[config.mk]
export PLATFORM = sky130hd
export DESIGN_NAME = hamming_tx_scheduler
export DESIGN_NICKNAME = d
export VERILOG_FILES = /design/src/rtl/hamming_tx_scheduler_pkg.sv /design/src/rtl/hamming_tx_scheduler_rr_arbiter.sv /design/src/rtl/hamming_tx_scheduler.sv
export SDC_FILE = /design/constraint.sdc
export NUM_CORES = 1
export LEC_CHECK = 0
export CORE_MARGIN = 3
export CORE_UTILIZATION = 31
export DETAILED_ROUTE_END_ITERATION = 10
export GPL_ROUTABILITY_DRIVEN = 0
export HOLD_SLACK_MARGIN = 0.15
export MAX_ROUTING_LAYER = met4
export PLACE_DENSITY_LB_ADDON = 0.25
export SYNTH_ARGS = -nofsm -noshare
export SYNTH_HDL_FRONTEND = slang
export SYNTH_HIERARCHICAL = 1
export SYNTH_SLANG_ARGS = --single-unit
[constraint.sdc]
create_clock -name clk -period 4 [get_ports clk]
set_clock_uncertainty 0.15 [all_clocks]
set_input_delay 0.4 -clock clk [delete_from_list [all_inputs] [get_ports clk]]
set_output_delay 0.4 -clock clk [all_outputs]
set_load 0.05 [all_outputs]
[src/rtl/hamming_tx_scheduler_pkg.sv]
// Shared state encoding and data widths for the Hamming(7,4) transmit scheduler.
package hamming_tx_pkg;

  localparam int CODE_W   = 7;
  localparam int NIBBLE_W = 4;
  localparam int TX_W     = 8;

  typedef enum logic [2:0] {
    IDLE,
    ENC_START,
    ENC_WAIT,
    TX_START,
    TX_WAIT_BUSY,
    TX_WAIT_DONE
  } state_e;

endpackage

[src/rtl/hamming_tx_scheduler_rr_arbiter.sv]
// Rotating-priority arbiter: first set request at or after ptr (mod NUM_REQ) wins.
module rr_arbiter
  import hamming_tx_pkg::*;
#(
  parameter int NUM_REQ = 4
) (
  input  logic [NUM_REQ-1:0]         req,
  input  logic [$clog2(NUM_REQ)-1:0] ptr,
  output logic [NUM_REQ-1:0]         grant,
  output logic [$clog2(NUM_REQ)-1:0] idx,
  output logic                       any
);

  localparam int IDX_W = $clog2(NUM_REQ);

  logic [IDX_W:0] pos;

  always_comb begin
    grant = '0;
    idx   = '0;
    any   = 1'b0;
    pos   = '0;
    for (int i = 0; i < NUM_REQ; i++) begin
      // one extra bit so ptr+i can be folded back for non-power-of-two NUM_REQ
      pos = {1'b0, ptr} + (IDX_W+1)'(i);
      if (pos >= (IDX_W+1)'(NUM_REQ)) pos = pos - (IDX_W+1)'(NUM_REQ);
      if (!any && req[pos[IDX_W-1:0]]) begin
        any                     = 1'b1;
        grant[pos[IDX_W-1:0]]   = 1'b1;
        idx                     = pos[IDX_W-1:0];
      end
    end
  end

endmodule

[src/rtl/hamming_tx_scheduler.sv]
// Shares one Hamming(7,4) encoder and one UART transmitter among NUM_REQ nibble requesters.
// Define HAMMING_TX_SCHED_FIXED_PRIO_EN for fixed priority (lowest index wins) instead of round-robin.
//
// state        | meaning
// IDLE         | arbitrate, accept winning nibble
// ENC_START    | one-cycle encoder enable
// ENC_WAIT     | wait for enc_valid (timed)
// TX_START     | one-cycle transmitter launch
// TX_WAIT_BUSY | wait for tx_busy to rise (timed)
// TX_WAIT_DONE | wait for tx_busy to fall, then count the frame
module hamming_tx_scheduler
  import hamming_tx_pkg::*;
#(
  parameter int NUM_REQ = 4,
  parameter int TIMEOUT = 15
) (
  input  logic                          clk,
  input  logic                          rst,
  input  logic [NUM_REQ-1:0]            req_valid,
  input  logic [NIBBLE_W*NUM_REQ-1:0]   req_data,
  output logic [NUM_REQ-1:0]            req_ready,
  output logic                          enc_start,
  output logic [NIBBLE_W-1:0]           enc_data,
  input  logic [CODE_W-1:0]             enc_code,
  input  logic                          enc_valid,
  output logic                          tx_start,
  output logic [TX_W-1:0]               tx_data,
  input  logic                          tx_busy,
  output logic [$clog2(NUM_REQ)-1:0]    grant_id,
  output logic                          active,
  output logic [7:0]                    frame_cnt,
  output logic                          err_timeout,
  input  logic                          err_clr
);

  localparam int         IDX_W     = $clog2(NUM_REQ);
  localparam logic [7:0] WAIT_LAST = 8'(TIMEOUT - 1);

  state_e             state, state_nxt;
  logic [NUM_REQ-1:0] arb_grant;
  logic [IDX_W-1:0]   arb_idx;
  logic [IDX_W-1:0]   arb_ptr;
  logic               arb_any;
  logic [CODE_W-1:0]  code_q;
  logic [7:0]         wait_cnt;
  logic               wait_expired;
  logic               frame_done;
  logic               frame_abort;

  rr_arbiter #(.NUM_REQ(NUM_REQ)) u_arb (
    .req   (req_valid),
    .ptr   (arb_ptr),
    .grant (arb_grant),
    .idx   (arb_idx),
    .any   (arb_any)
  );

`ifdef HAMMING_TX_SCHED_FIXED_PRIO_EN
  assign arb_ptr = '0;
`else
  logic [IDX_W-1:0] rr_ptr;

  always_ff @(posedge clk) begin
    if (rst) begin
      rr_ptr <= '0;
    end else if (frame_done || frame_abort) begin
      rr_ptr <= (grant_id == IDX_W'(NUM_REQ - 1)) ? '0 : grant_id + IDX_W'(1);
    end
  end

  assign arb_ptr = rr_ptr;
`endif

  assign wait_expired = (wait_cnt == WAIT_LAST);

  always_comb begin
    state_nxt   = state;
    frame_done  = 1'b0;
    frame_abort = 1'b0;
    case (state)
      IDLE:         if (arb_any) state_nxt = ENC_START;
      ENC_START:    state_nxt = ENC_WAIT;
      ENC_WAIT: begin
        if (enc_valid) begin
          state_nxt = TX_START;
        end else if (wait_expired) begin
          frame_abort = 1'b1;
          state_nxt   = IDLE;
        end
      end
      TX_START:     state_nxt = TX_WAIT_BUSY;
      TX_WAIT_BUSY: begin
        if (tx_busy) begin
          state_nxt = TX_WAIT_DONE;
        end else if (wait_expired) begin
          frame_abort = 1'b1;
          state_nxt   = IDLE;
        end
      end
      TX_WAIT_DONE: begin
        if (!tx_busy) begin
          frame_done = 1'b1;
          state_nxt  = IDLE;
        end
      end
      default:      state_nxt = IDLE;
    endcase
  end

  // ready is masked during reset so a requester is never told it was served while the FSM is held
  assign req_ready = (state == IDLE && !rst) ? arb_grant : '0;
  assign enc_start = (state == ENC_START);
  assign tx_start  = (state == TX_START);
  assign active    = (state != IDLE);
  assign tx_data   = {1'b0, code_q};

  always_ff @(posedge clk) begin
    if (rst) begin
      state       <= IDLE;
      enc_data    <= '0;
      code_q      <= '0;
      grant_id    <= '0;
      frame_cnt   <= '0;
      err_timeout <= 1'b0;
      wait_cnt    <= '0;
    end else begin
      state <= state_nxt;
      if (state == IDLE && arb_any) begin
        enc_data <= req_data[{arb_idx, 2'b00} +: NIBBLE_W];
        grant_id <= arb_idx;
      end
      if (state == ENC_WAIT && enc_valid) code_q <= enc_code;
      if (state == ENC_START || state == TX_START) begin
        wait_cnt <= '0;
      end else if (state == ENC_WAIT || state == TX_WAIT_BUSY) begin
        wait_cnt <= wait_cnt + 8'd1;
      end
      if (frame_done) frame_cnt <= frame_cnt + 8'd1;
      if (frame_abort) begin
        err_timeout <= 1'b1;
      end else if (err_clr) begin
        err_timeout <= 1'b0;
      end
    end
  end

endmodule

## Yosys cells after proc, flatten, opt, wreduce, memory -nomap -nowiden

Index checks and enable logic that the tools add are counted.

- Add/subtract/negate cells: 10
- Magnitude comparators: 12
- Equality and inequality tests: 9
- Shift operators: 1
- Mux-type cells: 48
- Bitwise gates (word level): 3
- Reduce and logical (&&, ||, !) cells: 22

Operators with widths:

| cell | count |
|---|---|
| 2-to-1 mux 4 bit | 5 |
| 2-to-1 mux 1 bit | 19 |
| 2-to-1 mux 2 bit | 9 |
| one-hot mux 3 bit (6 select lines) | 1 |
| adder 8 x 1 -> 8 bit (second input constant) | 2 |
| indexed part select 16 x 5 -> 4 bit | 1 |
| 2-to-1 mux 3 bit | 5 |
| < comparator 2 x 3 -> 1 bit (second input constant) | 4 |
| bitwise OR 4 bit | 3 |
| logical AND 1 bit | 10 |
| >= comparator 3 bit (second input constant) | 3 |
| binary-select mux 1 bit (select 2 bit) | 4 |
| demux 1 bit (select 2 bit) | 4 |
| == test 8 x 4 -> 1 bit (second input constant) | 1 |
| >= comparator 2 x 1 -> 1 bit (second input constant) | 4 |
| subtractor 2 x 1 -> 2 bit (second input constant) | 4 |
| adder 2 x 2 -> 3 bit (second input constant) | 2 |
| == test 3 x 2 -> 1 bit (second input constant) | 2 |
| == test 3 bit (second input constant) | 2 |
| logical NOT 1 bit | 4 |
| inequality test 2 bit (second input constant) | 2 |
| adder 2 x 1 -> 3 bit (second input constant) | 1 |
| == test 3 x 1 -> 1 bit (second input constant) | 1 |
| >= comparator 2 x 3 -> 1 bit (second input constant) | 1 |
| 9 further kinds | 11 |

- Bits in registers: 35
- Bits of input ports: 32
- Output and inout port bits: 30
- Word-level logic and storage cells: 113

## Depth between registers and ports, before layout

- Depth after elaboration: 16
- Mapped depth: 12
- Depth with buffers taken out: 9

## Modules after synthesis

The synthesis kept the hierarchy.

Modules (own cells, without submodules):

| module | times used | cells each | area an instance (um2) |
|---|---|---|---|
| hamming_tx_scheduler | 1 | 196 | 1,813.0 |
| rr_arbiter | 1 | 45 | 421.7 |

## Worst setup path after synthesis

Ideal clock, no wire load.

- Kind: register -> register
- Start: register rr_ptr[0] (netlist: arb_ptr[0])
- End: register enc_data[0]
- Data arrival time: 2.743 ns
- Data required time: 3.722 ns
- Path slack: 0.979 ns
- Stages on the path, launching flop included: 13
- Path buffers: 3
- Period minus slack after synthesis: 3.021 ns
- Path through: dfxtp_1 buf_6 inv_1 ha_1 mux4_2 buf_6 and2b_2 o21ai_0 o31ai_1 clkbuf_1 mux4_2 mux2i_1 nor2_1

- Longest elaborated chain between the ends: 15
- Elaborated cells on any way between the ends: 39
- Classes of those cells: add/sub: 7; order compare: 4; shift: 1; mux: 20; reduce/logical: 7

Ends and longest elaborated chain:

| element | RTL line | RTL |
|---|---|---|
| from (decl) | hamming_tx_scheduler.sv:61 | `logic [IDX_W-1:0] rr_ptr;` |
| from (signal assigned) | hamming_tx_scheduler.sv:67 | `rr_ptr <= (grant_id == IDX_W'(NUM_REQ - 1)) ? '0 : grant_id + IDX_W'(1);` |
| parallel branches: the longest is 13 deep, another holds adder 2 x 1 -> 3 bit | n/a |  |
| 2-to-1 mux 2 bit (*) | hamming_tx_scheduler_rr_arbiter.sv:27 | `if (!any && req[pos[IDX_W-1:0]]) begin` |
| via arb_idx[0] | hamming_tx_scheduler.sv:41 | `logic [IDX_W-1:0] arb_idx;` |
| indexed part select 16 x 5 -> 4 bit (*) | hamming_tx_scheduler.sv:129 | `enc_data <= req_data[{arb_idx, 2'b00} +: NIBBLE_W];` |
| to (signal assigned) | hamming_tx_scheduler.sv:129 |  |
| to (decl) | hamming_tx_scheduler.sv:23 | `output logic [NIBBLE_W-1:0] enc_data,` |

Mark *: on every way through the listed nets, which the timed path passes. The select of a mux whose other input is x is not followed.
A chain may end at the register's enable or synchronous reset.

## Worst setup path in the final report

- Start: input req_valid[3]
- End: output req_ready[0]

- Longest elaborated chain between the ends: 13
- Elaborated cells on any way between the ends: 25
- Classes of those cells: mux: 16; bitwise: 3; reduce/logical: 6

Ends and longest elaborated chain:

| element | RTL line | RTL |
|---|---|---|
| from (decl) | hamming_tx_scheduler.sv:19 | `input logic [NUM_REQ-1:0] req_valid,` |
| binary-select mux 1 bit (select 2 bit) | hamming_tx_scheduler_rr_arbiter.sv:27 |  |
| 2-to-1 mux 1 bit (implied by the code) | hamming_tx_scheduler_rr_arbiter.sv:27 |  |
| 2-to-1 mux 1 bit | hamming_tx_scheduler_rr_arbiter.sv:27 |  |
| logical NOT 1 bit | hamming_tx_scheduler_rr_arbiter.sv:27 |  |
| logical AND 1 bit | hamming_tx_scheduler_rr_arbiter.sv:27 |  |
| 2-to-1 mux 1 bit | hamming_tx_scheduler_rr_arbiter.sv:27 |  |
| logical NOT 1 bit | hamming_tx_scheduler_rr_arbiter.sv:27 |  |
| logical AND 1 bit | hamming_tx_scheduler_rr_arbiter.sv:27 |  |
| 2-to-1 mux 1 bit | hamming_tx_scheduler_rr_arbiter.sv:27 |  |
| logical NOT 1 bit | hamming_tx_scheduler_rr_arbiter.sv:27 |  |
| logical AND 1 bit | hamming_tx_scheduler_rr_arbiter.sv:27 |  |
| 2-to-1 mux 4 bit (*) | hamming_tx_scheduler_rr_arbiter.sv:27 |  |
| via arb_grant[0] | hamming_tx_scheduler.sv:40 | `logic [NUM_REQ-1:0] arb_grant;` |
| 2-to-1 mux 4 bit (*) | hamming_tx_scheduler.sv:111 | `assign req_ready = (state == IDLE && !rst) ? arb_grant : '0;` |
| to (decl) | hamming_tx_scheduler.sv:21 | `output logic [NUM_REQ-1:0] req_ready,` |

Mark *: on every way through the listed nets, which the timed path passes. The rest lies on a longest branch. The select of a mux whose other input is x is not followed.

==> results.md <==
- Final Core Density: 0.429
- Post-Syn Nets: between 200 and 300
- CTS max path bufs: 2
- Drt pass-1 iters: 4
- Die Wd: slightly above 90 um
- VDD IR-drop max: approximately 110 uV
- Setup total negative slack: 0 ps
- Clock buffers created by TritonCTS: 5
- Sequential fraction of the synthesis area: 0.314
- Die area: 8260 um^2
- Remaining Overflow, GRT: 0
- Initial antenna violation count: 0
- Hold buffers post-CTS: 0
- Post-CTS Setup Inserts: 0
- Port bufs: 60
- Layout cells sized above 1: 0.0814
- Clk root buf: clkbuf_8
- Routed vias/inst: around 4.8
- CTS tree: done
- Fin. Hold Viols: 0
- Post-Route WL: 5.12 mm
- Synth unique cells: between 50 and 60
- CTS sink cnt: 35
- DR iter-0 viols: just under 70
- Number of diodes: 0
- Post-synthesis async set-or-reset flop share: 0
- Max Freq: between 200 and 300 MHz
- Synth warnings: 6
- Worst slew margin: 0.350
- Crit share post-route: 0.922
- Post-Syn Instances: roughly 240
- CP Data Required Time: about 3500 ps
- Ports: between 60 and 70
- DRC viols: 0
- Post-DP HPWL: a little under 4 mm
- Critical path capture point type: primary output
- Min Tclk post-route: approximately 3700 ps
- Number of enable flip-flop cells after synthesis: 0
- Power Dens Cells: roughly 290 nW/um^2
- Top-area cell type share of the netlist area: 0.314
- Reg2reg path depth: 8
- Number of global-route vias before repair: 1,810
- Hold path cells: 2
- Die H: a little over 90 um
- Final slew viol count: 0
- Mean routed wirelength per cell: between 10 and 15 um
- Synth area leaders: dfxtp_1 (31%), mux2i_1 (7.6%), mux4_2 (6.0%)
- GRT Total Usage: 0.134
- Number of nets with antenna violations after routing: 0
- Synthesized flop and latch total: 35
- CTS resizes: 0
- Rows: 30
- Core area: slightly below 7000 um^2
- Max FO, Critical Path: 13
- Status: finished, final reports clean
- Via count: 1,871
- RSZ-0062 raised after global routing: false
- Most used DFF post-synth: dfxtp_1
- Starting density of the core: 0.324
- Max_cap viols: 0
- Final setup viols: 0
- Worst slew pin tran: 967 ps
- Startpoint Class: input port
- Mean Syn Cell Area: a little over 9 um^2
- Hold Crit Class: register to register
- Mapped Area: ~2200 um^2
- Worst setup path class: input port to primary output
- H-tree depth: 2
- Clk_lat worst skew: a little under 300 ps
- Top cell type by total area after synthesis: dfxtp_1
- Post-layout net count: 335
- CP arrival: ~3100 ps
- Clk slew on worst S/H paths: approximately 70 ps
- Lkg Pwr: approximately 0.0010 uW
- First-pass GRT wire length: 8.97 mm
- Largest net degree at the start of global routing: 35
- Area Growth Syn to Fin: 32.6%
-- synthesized netlist by cell type, drive strengths merged (2+ instances only) --
cell type  instances
dfxtp             35
nor2              31
mux2i             17
nand2             15
buf               11
a21oi             10
ha                 9
a22oi              8
mux4               8
xnor2              8
inv                7
clkbuf             6
nand2b             6
nor4               6
o21ai              6
nor2b              5
and2               4
nand4              4
nor3               4
or3                4
xor2               4
o211ai             3
mux2               2
nand3              2
nand3b             2
nor3b              2
nor4b              2
o31ai              2
-- path summary, 6_finish.rpt --
| kind | startpoint | end | slack (ps) |
|---|---|---|---|
| worst max register to register | arb_ptr[1] | enc_data[3] | 790 |
| worst max-delay path | req_valid[3] | req_ready[0] | 310 |
| worst min-delay path | err_timeout | err_timeout | 330 |
| worst min register to register | err_timeout | err_timeout | 330 |
-- sequential cells by signal, indices dropped and copies added (netlist names) --
register     cells
frame_cnt        8
enc_data         4
err_timeout      1
grant_id         2
code_q           7
arb_ptr          2
wait_cnt         8
state            3
-- per-layer routing --
layer | part of all wire | track usage | routed length [um] | vias up
met4 | 0.017 | 0.0503 | 85 | 0
met2 | 0.48 | 0.210 | 2460 | 30
met1 | 0.47 | 0.170 | 2390 | 864
li1 | - | - | - | 970
met5 | 0 | - | 0 | -
met3 | 0.036 | 0.0275 | 183 | 7
-- metrics by stage --
stage          cells  setup WS (ps)  hold WS (ps)  power, uW  area (um^2)
2_1_floorplan    241            979           329        541         2230
3_3_place_gp     383            317           314        614         2870
3_5_place_dp     383            310           321        614         2870
4_1_cts          391            302           333        872         2960
5_1_grt          391            111           370        904         2960
6_report         391            311           328        860         2960
-- cell usage in the layout (no fill, tap or decap), drive strengths merged, types with 2 or more instances in the layout --
master	instances
nor4	6
or3	4
xnor2	8
mux2	2
and2	4
nor3	4
a21oi	10
nand3b	2
clkdlybuf4s50	60
nand3	2
o31ai	2
clkinvlp	2
o211ai	3
o21ai	6
nor2b	5
nand4	4
mux2i	17
nor2	31
nor4b	2
nand2b	6
inv	7
buf	3
ha	9
mux4	8
clkbuf	5
a22oi	8
nor3b	2
nand2	15
xor2	4
dfxtp	35
-- final cells by class --
type                            instances  area [um^2]
Clock inverter                          3         20.0
Tap cell                               96          120
Clock buffer                            5         68.8
Fill cell                             715         3940
Timing Repair Buffer                   63          623
Sequential cell                        35          701
Inverter                                7         26.3
Multi-Input combinational cell        182         1400
-- logic make-up (layout without fill, tap and decap cells) --
logic type      Yosys count  after routing  share of synthesized area
buf+inv                  24             78                     0.0582
fa+ha+maj                 9              9                     0.0504
mux                      27             27                      0.170
compound gates           38             38                      0.114
xor+xnor                 12             12                     0.0504
other cells               1              1                    0.00168
simple gates             95             95                      0.241
flops                    35             35                      0.314
-- worst max-delay path, stage by stage --
cell	delay (ps)
clkdlybuf4s50_1	480
mux4_2	650
nor4b_4	450
a22oi_1	120
o21ai_0	90
and2_1	140
clkdlybuf4s50_1	810
-- power by group --
part           internal [uW]  switching (uW)
Sequential               361            21.2
Combinational            101             122
Clock                    121             134
Power figures use the tool's default switching activity.
